`config.mk`:
```
export PLATFORM = sky130hd
export DESIGN_NAME = alu_sequencer
export DESIGN_NICKNAME = d
export VERILOG_FILES = /design/src/rtl/alu_sequencer_pkg.sv /design/src/rtl/alu_sequencer.sv
export SDC_FILE = /design/constraint.sdc
export NUM_CORES = 1
export LEC_CHECK = 0
export BUFFER_PORTS_ARGS = -buffer_cell sky130_fd_sc_hd__buf_2
export CORE_AREA = 2 2 94 96
export CTS_BUF_LIST = sky130_fd_sc_hd__clkbuf_4 sky130_fd_sc_hd__clkbuf_8 sky130_fd_sc_hd__clkbuf_16
export CTS_CLUSTER_DIAMETER = 50
export DETAILED_ROUTE_END_ITERATION = 10
export DIE_AREA = 0 0 96 98
export PLACE_DENSITY = 0.95
export REMOVE_ABC_BUFFERS = 1
export SETUP_SLACK_MARGIN = 0.5
export SKIP_LAST_GASP = 1
export SYNTH_ARGS = -nofsm -noshare
export SYNTH_HDL_FRONTEND = slang
export SYNTH_SLANG_ARGS = --single-unit
```
`constraint.sdc`:
```
create_clock -name clk -period 9.8 [get_ports clk]
set_input_delay 2.94 -clock clk [delete_from_list [all_inputs] [get_ports clk]]
set_output_delay 2.94 -clock clk [all_outputs]
set_load 0.005 [all_outputs]
```
`src/rtl/alu_sequencer_pkg.sv`:
```
// -----------------------------------------------------------------------------
// alu_sequencer_pkg
// Shared definitions for the ALU command sequencer:
//   - cmd_op encodings (AND/OR/ADD/SUB)
//   - ALU Operation encodings (AND=00, OR=01, ADD=10)
//   - sequencer state encoding
//   - ALU control decode and response flag helper functions
// Optional feature macro used by the sequencer: ALU_SEQ_WIDE_EN.
// -----------------------------------------------------------------------------
package alu_sequencer_pkg;

   localparam int DATA_W = 32;

   typedef enum logic [1:0] {
      OP_AND = 2'b00,
      OP_OR  = 2'b01,
      OP_ADD = 2'b10,
      OP_SUB = 2'b11
   } cmd_op_t;

   localparam logic [1:0] ALU_OP_AND = 2'b00;
   localparam logic [1:0] ALU_OP_OR  = 2'b01;
   localparam logic [1:0] ALU_OP_ADD = 2'b10;

   typedef enum logic [1:0] {
      ST_IDLE    = 2'b00,
      ST_EXEC    = 2'b01,
      ST_EXEC_HI = 2'b10,
      ST_RESP    = 2'b11
   } state_t;

   typedef struct packed {
      logic [1:0] operation;
      logic       binvert;
      logic       carryin;
   } alu_ctrl_t;

   typedef struct packed {
      logic zero;
      logic carry;
      logic ovf;
   } flags_t;

   function automatic logic is_arith(input cmd_op_t op);
      return (op == OP_ADD) || (op == OP_SUB);
   endfunction

   // ALU control for the low (first) pass. SUB is a + ~b + 1.
   function automatic alu_ctrl_t alu_ctrl(input cmd_op_t op);
      alu_ctrl_t c;
      c.operation = ALU_OP_AND;
      c.binvert   = 1'b0;
      c.carryin   = 1'b0;
      case (op)
         OP_AND:  c.operation = ALU_OP_AND;
         OP_OR:   c.operation = ALU_OP_OR;
         OP_ADD:  c.operation = ALU_OP_ADD;
         OP_SUB: begin
            c.operation = ALU_OP_ADD;
            c.binvert   = 1'b1;
            c.carryin   = 1'b1;
         end
         default: c.operation = ALU_OP_AND;
      endcase
      return c;
   endfunction

   // Flags of the final pass. b_msb is the raw operand bit; the ALU applies
   // Binvert internally, so the effective operand sign is recovered here.
   // lower_zero carries the zero-ness of the low word into a wide result.
   function automatic flags_t calc_flags(input cmd_op_t          op,
                                         input logic             a_msb,
                                         input logic             b_msb,
                                         input logic [DATA_W-1:0] res,
                                         input logic             cout,
                                         input logic             lower_zero);
      flags_t f;
      logic   beff_msb;
      beff_msb = (op == OP_SUB) ? ~b_msb : b_msb;
      f.zero   = lower_zero && (res == '0);
      f.carry  = is_arith(op) && cout;
      f.ovf    = is_arith(op) && (a_msb == beff_msb) && (res[DATA_W-1] != a_msb);
      return f;
   endfunction

endpackage

```
`src/rtl/alu_sequencer.sv`:
```
// -----------------------------------------------------------------------------
// alu_sequencer
// Command-side controller for an external 32-bit combinational ALU
// (AND/OR/ADD with Binvert and Carryin). Accepts one command at a time over
// a valid/ready handshake, drives the ALU for one pass (two passes for a
// 64-bit command), and holds a registered response with zero/carry/overflow
// flags until the consumer accepts it.
//
// Optional feature: define ALU_SEQ_WIDE_EN to add the 64-bit (two pass)
// operations and the cmd_wide / cmd_a_hi / cmd_b_hi / rsp_result_hi ports.
//
// Ports:
//   clk, reset                 clock, asynchronous active-high reset
//   cmd_valid / cmd_ready      command handshake (ready only in IDLE)
//   cmd_op, cmd_a, cmd_b       00 AND, 01 OR, 10 ADD, 11 SUB; low operands
//   cmd_wide, cmd_a_hi/_b_hi   64-bit request and high operands (wide build)
//   alu_a, alu_b, alu_binvert,
//   alu_carryin, alu_operation registered ALU drive, 0 outside EXEC/EXEC_HI
//   alu_result, alu_carryout   ALU outputs, sampled at the end of each pass
//   rsp_valid / rsp_ready      response handshake
//   rsp_result, rsp_result_hi  result words (high word in wide build only)
//   rsp_zero/_carry/_ovf       flags of the final pass
// -----------------------------------------------------------------------------
module alu_sequencer
   import alu_sequencer_pkg::*;
(
   input  logic        clk,
   input  logic        reset,
   input  logic        cmd_valid,
   output logic        cmd_ready,
   input  logic [1:0]  cmd_op,
   input  logic [31:0] cmd_a,
   input  logic [31:0] cmd_b,
`ifdef ALU_SEQ_WIDE_EN
   input  logic        cmd_wide,
   input  logic [31:0] cmd_a_hi,
   input  logic [31:0] cmd_b_hi,
   output logic [31:0] rsp_result_hi,
`endif
   output logic [31:0] alu_a,
   output logic [31:0] alu_b,
   output logic        alu_binvert,
   output logic        alu_carryin,
   output logic [1:0]  alu_operation,
   input  logic [31:0] alu_result,
   input  logic        alu_carryout,
   output logic        rsp_valid,
   input  logic        rsp_ready,
   output logic [31:0] rsp_result,
   output logic        rsp_zero,
   output logic        rsp_carry,
   output logic        rsp_ovf
);

   state_t    state;
   cmd_op_t   op_p0;
   flags_t    flags_p1;
   alu_ctrl_t cmd_ctrl;

`ifdef ALU_SEQ_WIDE_EN
   logic        wide_p0;
   logic [31:0] a_hi_p0;
   logic [31:0] b_hi_p0;
`endif

   assign cmd_ctrl  = alu_ctrl(cmd_op_t'(cmd_op));
   assign rsp_zero  = flags_p1.zero;
   assign rsp_carry = flags_p1.carry;
   assign rsp_ovf   = flags_p1.ovf;

   always_ff @(posedge clk or posedge reset) begin
      if (reset) begin
         state         <= ST_IDLE;
         cmd_ready     <= 1'b1;
         rsp_valid     <= 1'b0;
         op_p0         <= OP_AND;
         alu_a         <= '0;
         alu_b         <= '0;
         alu_binvert   <= 1'b0;
         alu_carryin   <= 1'b0;
         alu_operation <= ALU_OP_AND;
         rsp_result    <= '0;
         flags_p1      <= '0;
`ifdef ALU_SEQ_WIDE_EN
         wide_p0       <= 1'b0;
         a_hi_p0       <= '0;
         b_hi_p0       <= '0;
         rsp_result_hi <= '0;
`endif
      end else begin
         case (state)
            // ---- accept: latch command, preload ALU drive for the low pass
            ST_IDLE: begin
               if (cmd_valid) begin
                  op_p0         <= cmd_op_t'(cmd_op);
                  alu_a         <= cmd_a;
                  alu_b         <= cmd_b;
                  alu_operation <= cmd_ctrl.operation;
                  alu_binvert   <= cmd_ctrl.binvert;
                  alu_carryin   <= cmd_ctrl.carryin;
                  cmd_ready     <= 1'b0;
                  state         <= ST_EXEC;
`ifdef ALU_SEQ_WIDE_EN
                  wide_p0       <= cmd_wide;
                  a_hi_p0       <= cmd_a_hi;
                  b_hi_p0       <= cmd_b_hi;
`endif
               end
            end

            // ---- low pass: capture result, finish or chain to the high pass
            ST_EXEC: begin
               rsp_result    <= alu_result;
               flags_p1      <= calc_flags(op_p0, alu_a[31], alu_b[31],
                                           alu_result, alu_carryout, 1'b1);
               alu_a         <= '0;
               alu_b         <= '0;
               alu_binvert   <= 1'b0;
               alu_carryin   <= 1'b0;
               alu_operation <= ALU_OP_AND;
               rsp_valid     <= 1'b1;
               state         <= ST_RESP;
`ifdef ALU_SEQ_WIDE_EN
               rsp_result_hi <= '0;
               // A wide command overrides the narrow completion above: keep
               // Operation/Binvert, switch to the high words, chain the carry.
               if (wide_p0) begin
                  alu_a         <= a_hi_p0;
                  alu_b         <= b_hi_p0;
                  alu_binvert   <= alu_binvert;
                  alu_operation <= alu_operation;
                  alu_carryin   <= is_arith(op_p0) && alu_carryout;
                  rsp_valid     <= 1'b0;
                  state         <= ST_EXEC_HI;
               end
`endif
            end

`ifdef ALU_SEQ_WIDE_EN
            // ---- high pass: capture high word, flags cover all 64 bits
            ST_EXEC_HI: begin
               rsp_result_hi <= alu_result;
               flags_p1      <= calc_flags(op_p0, alu_a[31], alu_b[31],
                                           alu_result, alu_carryout,
                                           rsp_result == '0);
               alu_a         <= '0;
               alu_b         <= '0;
               alu_binvert   <= 1'b0;
               alu_carryin   <= 1'b0;
               alu_operation <= ALU_OP_AND;
               rsp_valid     <= 1'b1;
               state         <= ST_RESP;
            end
`endif

            // ---- response: hold everything until the consumer accepts
            ST_RESP: begin
               if (rsp_ready) begin
                  rsp_valid <= 1'b0;
                  cmd_ready <= 1'b1;
                  state     <= ST_IDLE;
               end
            end

            default: begin
               rsp_valid <= 1'b0;
               cmd_ready <= 1'b1;
               state     <= ST_IDLE;
            end
         endcase
      end
   end

endmodule

```
==> qor.txt <==
status - finished clean
die width - 96 um
Finish-stage setup viols - 0
hold path start - rsp_result[5]
Clock Latency Late Sink - 0.35 ns
# nets final - 635
clk root buf - clkbuf_8
Yosys warning count - 0
initial antenna violation count - 0
RSZ-0062 raised after global routing - false
DR pass1 iterations - 6
clk_skew - 0.00986 ns
layout cells sized above 1 - 0.430
postcts setup bufs - 0
Layout Area Growth over Synthesis - 31.9%
Crit path arrival time - 4.29 ns
crit start category - primary input
r2r setup slk - 7.84 ns
hold_buf cts - 0
Avg Cell Area, Syn - 12.1 um2
height of the die - 98 um
post-CTS sizing - 0
first-pass GRT wire length - 15200 um
Placed Area - 5120 um2
clk buf depth - 2
number of H-tree levels - 3
maxcap violations - 0
commonest non-fill, non-tap cell in the layout - buf_2
Period Utilization, post-route - 0.413
Util after Layout - 0.631
DRC Markers - 0
post-route ant nets - 0
routed wire length - 9890 um
Worst R2R Start - state[0]
largest net degree at the start of global routing - 75
final setup TNS - 0 ns
Core Box Area - 8470 um2
Max transition margin - 0.153
CTS clk-pin slew, worst paths - 0.09 ns
pwr dens - 305 nW/um2
Max Fclk - 247 MHz
Tmin final - 4.05 ns
Initial Utilization - 0.478
Hold Vio Cnt, Final - 0
placed wire-length estimate - 7080 um
mean routed wirelength per cell - 15.4 um
max-slew violations - 0
GPL Wtd Cong - 0.785
IO Pins - 208
Worst setup EP type - flop
initial DRC count - 98
Mapped Cells - 335
Crit path required time - 10.04 ns
most frequent cells in the layout - buf_2 (207), dfrtp_1 (107), nand2_1 (101)
GRT Resource Usage Total - 0.209
Worst Tran Pin Value - 1.27 ns
Port Buffer Count - 207
Crit Path Max Fanout - 69
Worst setup startpoint - cmd_valid
die area - 9410 um2
CTS tree - done
total power - 1.63 mW
ant diodes - 0
floorplan row count - 34
Hold WC Path Type - flop to flop
Worst IR Drop VDD - 0.130 mV
Seq/Total Area, Yosys - 0.668
Syn Std Cell Area - 4050 um2
Vias/cell - 5.20
Distinct cells, synth - 28
Leakage - 3.06 nW
Num CTS Buffers - 9
Final Instance Area - 5340 um2
FF+latch count, synth - 108
total gr overflow - 0
vias after detailed routing - 3341
critical path type - primary input to flop
vias in the first global route - 3227
CTS sink cnt - 108
## Yosys cell counts (all sizes together)
| cell | count | area share |
|---|---|---|
| a21boi | 1 | 0.0019 |
| a21o | 1 | 0.0019 |
| a21oi | 2 | 0.0025 |
| a22o | 66 | 0.14 |
| a32o | 2 | 0.0049 |
| buf | 24 | 0.035 |
| dfrtp | 107 | 0.66 |
| dfstp | 1 | 0.0065 |
| inv | 4 | 0.0037 |
| mux2 | 2 | 0.0056 |
| mux2i | 1 | 0.0025 |
| nand2 | 101 | 0.094 |
| nand2b | 2 | 0.0031 |
| nand3 | 1 | 0.0012 |
| nand4 | 2 | 0.0031 |
| nor2 | 1 | 0.00093 |
| nor2b | 3 | 0.0046 |
| nor3b | 1 | 0.0046 |
| nor4 | 8 | 0.012 |
| o21ai | 3 | 0.0046 |
| o31ai | 1 | 0.0019 |
| xor2 | 1 | 0.0022 |
## report_power, final
part | internal, mW | switching [mW] | total [mW]
sequential | 0.631 | 0.116 | 0.748
combinational | 0.272 | 0.304 | 0.575
clock | 0.167 | 0.141 | 0.307
## per-layer routing
layer / track usage / vias up / part of all wire
met2: 0.344 / 161 / 0.49
li1: - / 1559 / -
met3: 0.0556 / 13 / 0.081
met4: 0.0648 / 0 / 0.013
met1: 0.270 / 1608 / 0.42
met5: 0 / - / 0
## through the flow
step | instances | hold WS [ns] | setup slack (ns)
after CTS | 643 | 0.481 | 5.79
final | 643 | 0.475 | 5.75
after floorplan | 311 | 0.463 | 4.02
after detailed placement | 629 | 0.458 | 5.42
after global routing | 643 | 0.503 | 5.71
after global placement | 629 | 0.453 | 5.49
## worst paths after layout
check                                 end  cells after the start
min in group asynchronous  rsp_result[10]                      2
min reg2reg                 rsp_result[5]                      2
max in group asynchronous       alu_a[18]                      3
min                         rsp_result[5]                      2
max                              op_p0[1]                      4
max reg2reg                       rsp_ovf                      3
## cell families (layout without fill, tap and decap cells)
logic type	after synthesis	in the layout	synth area share
compound gates	76	76	0.160
xor+xnor	1	1	0.00216
buf+inv	28	228	0.0383
flops	108	108	0.668
mux	3	3	0.00803
simple gates	119	119	0.124
## state kept, by name (all words and copies together) (netlist names)
signal and flops:
alu_a 32, alu_b 32, rsp_result 32, alu_operation 2, op_p0 2, state 2, alu_binvert 1, cmd_ready 1
rsp_carry 1, rsp_ovf 1, rsp_valid 1, rsp_zero 1
## worst max-delay path: stages
cell	delay, ns
buf_2	0.14
nor3b_4	0.20
buf_4	0.57
mux2_1	0.38
## final cells by class
class	count	area, um2
fillers	668	3120
inverters	4	17.5
clock buffers	9	124
multi-input cells	199	1200
clock inverters	5	103
repair buffers	210	1060
well taps	108	135
flip-flops and latches	108	2700
(Power assumes the default switching activity.)
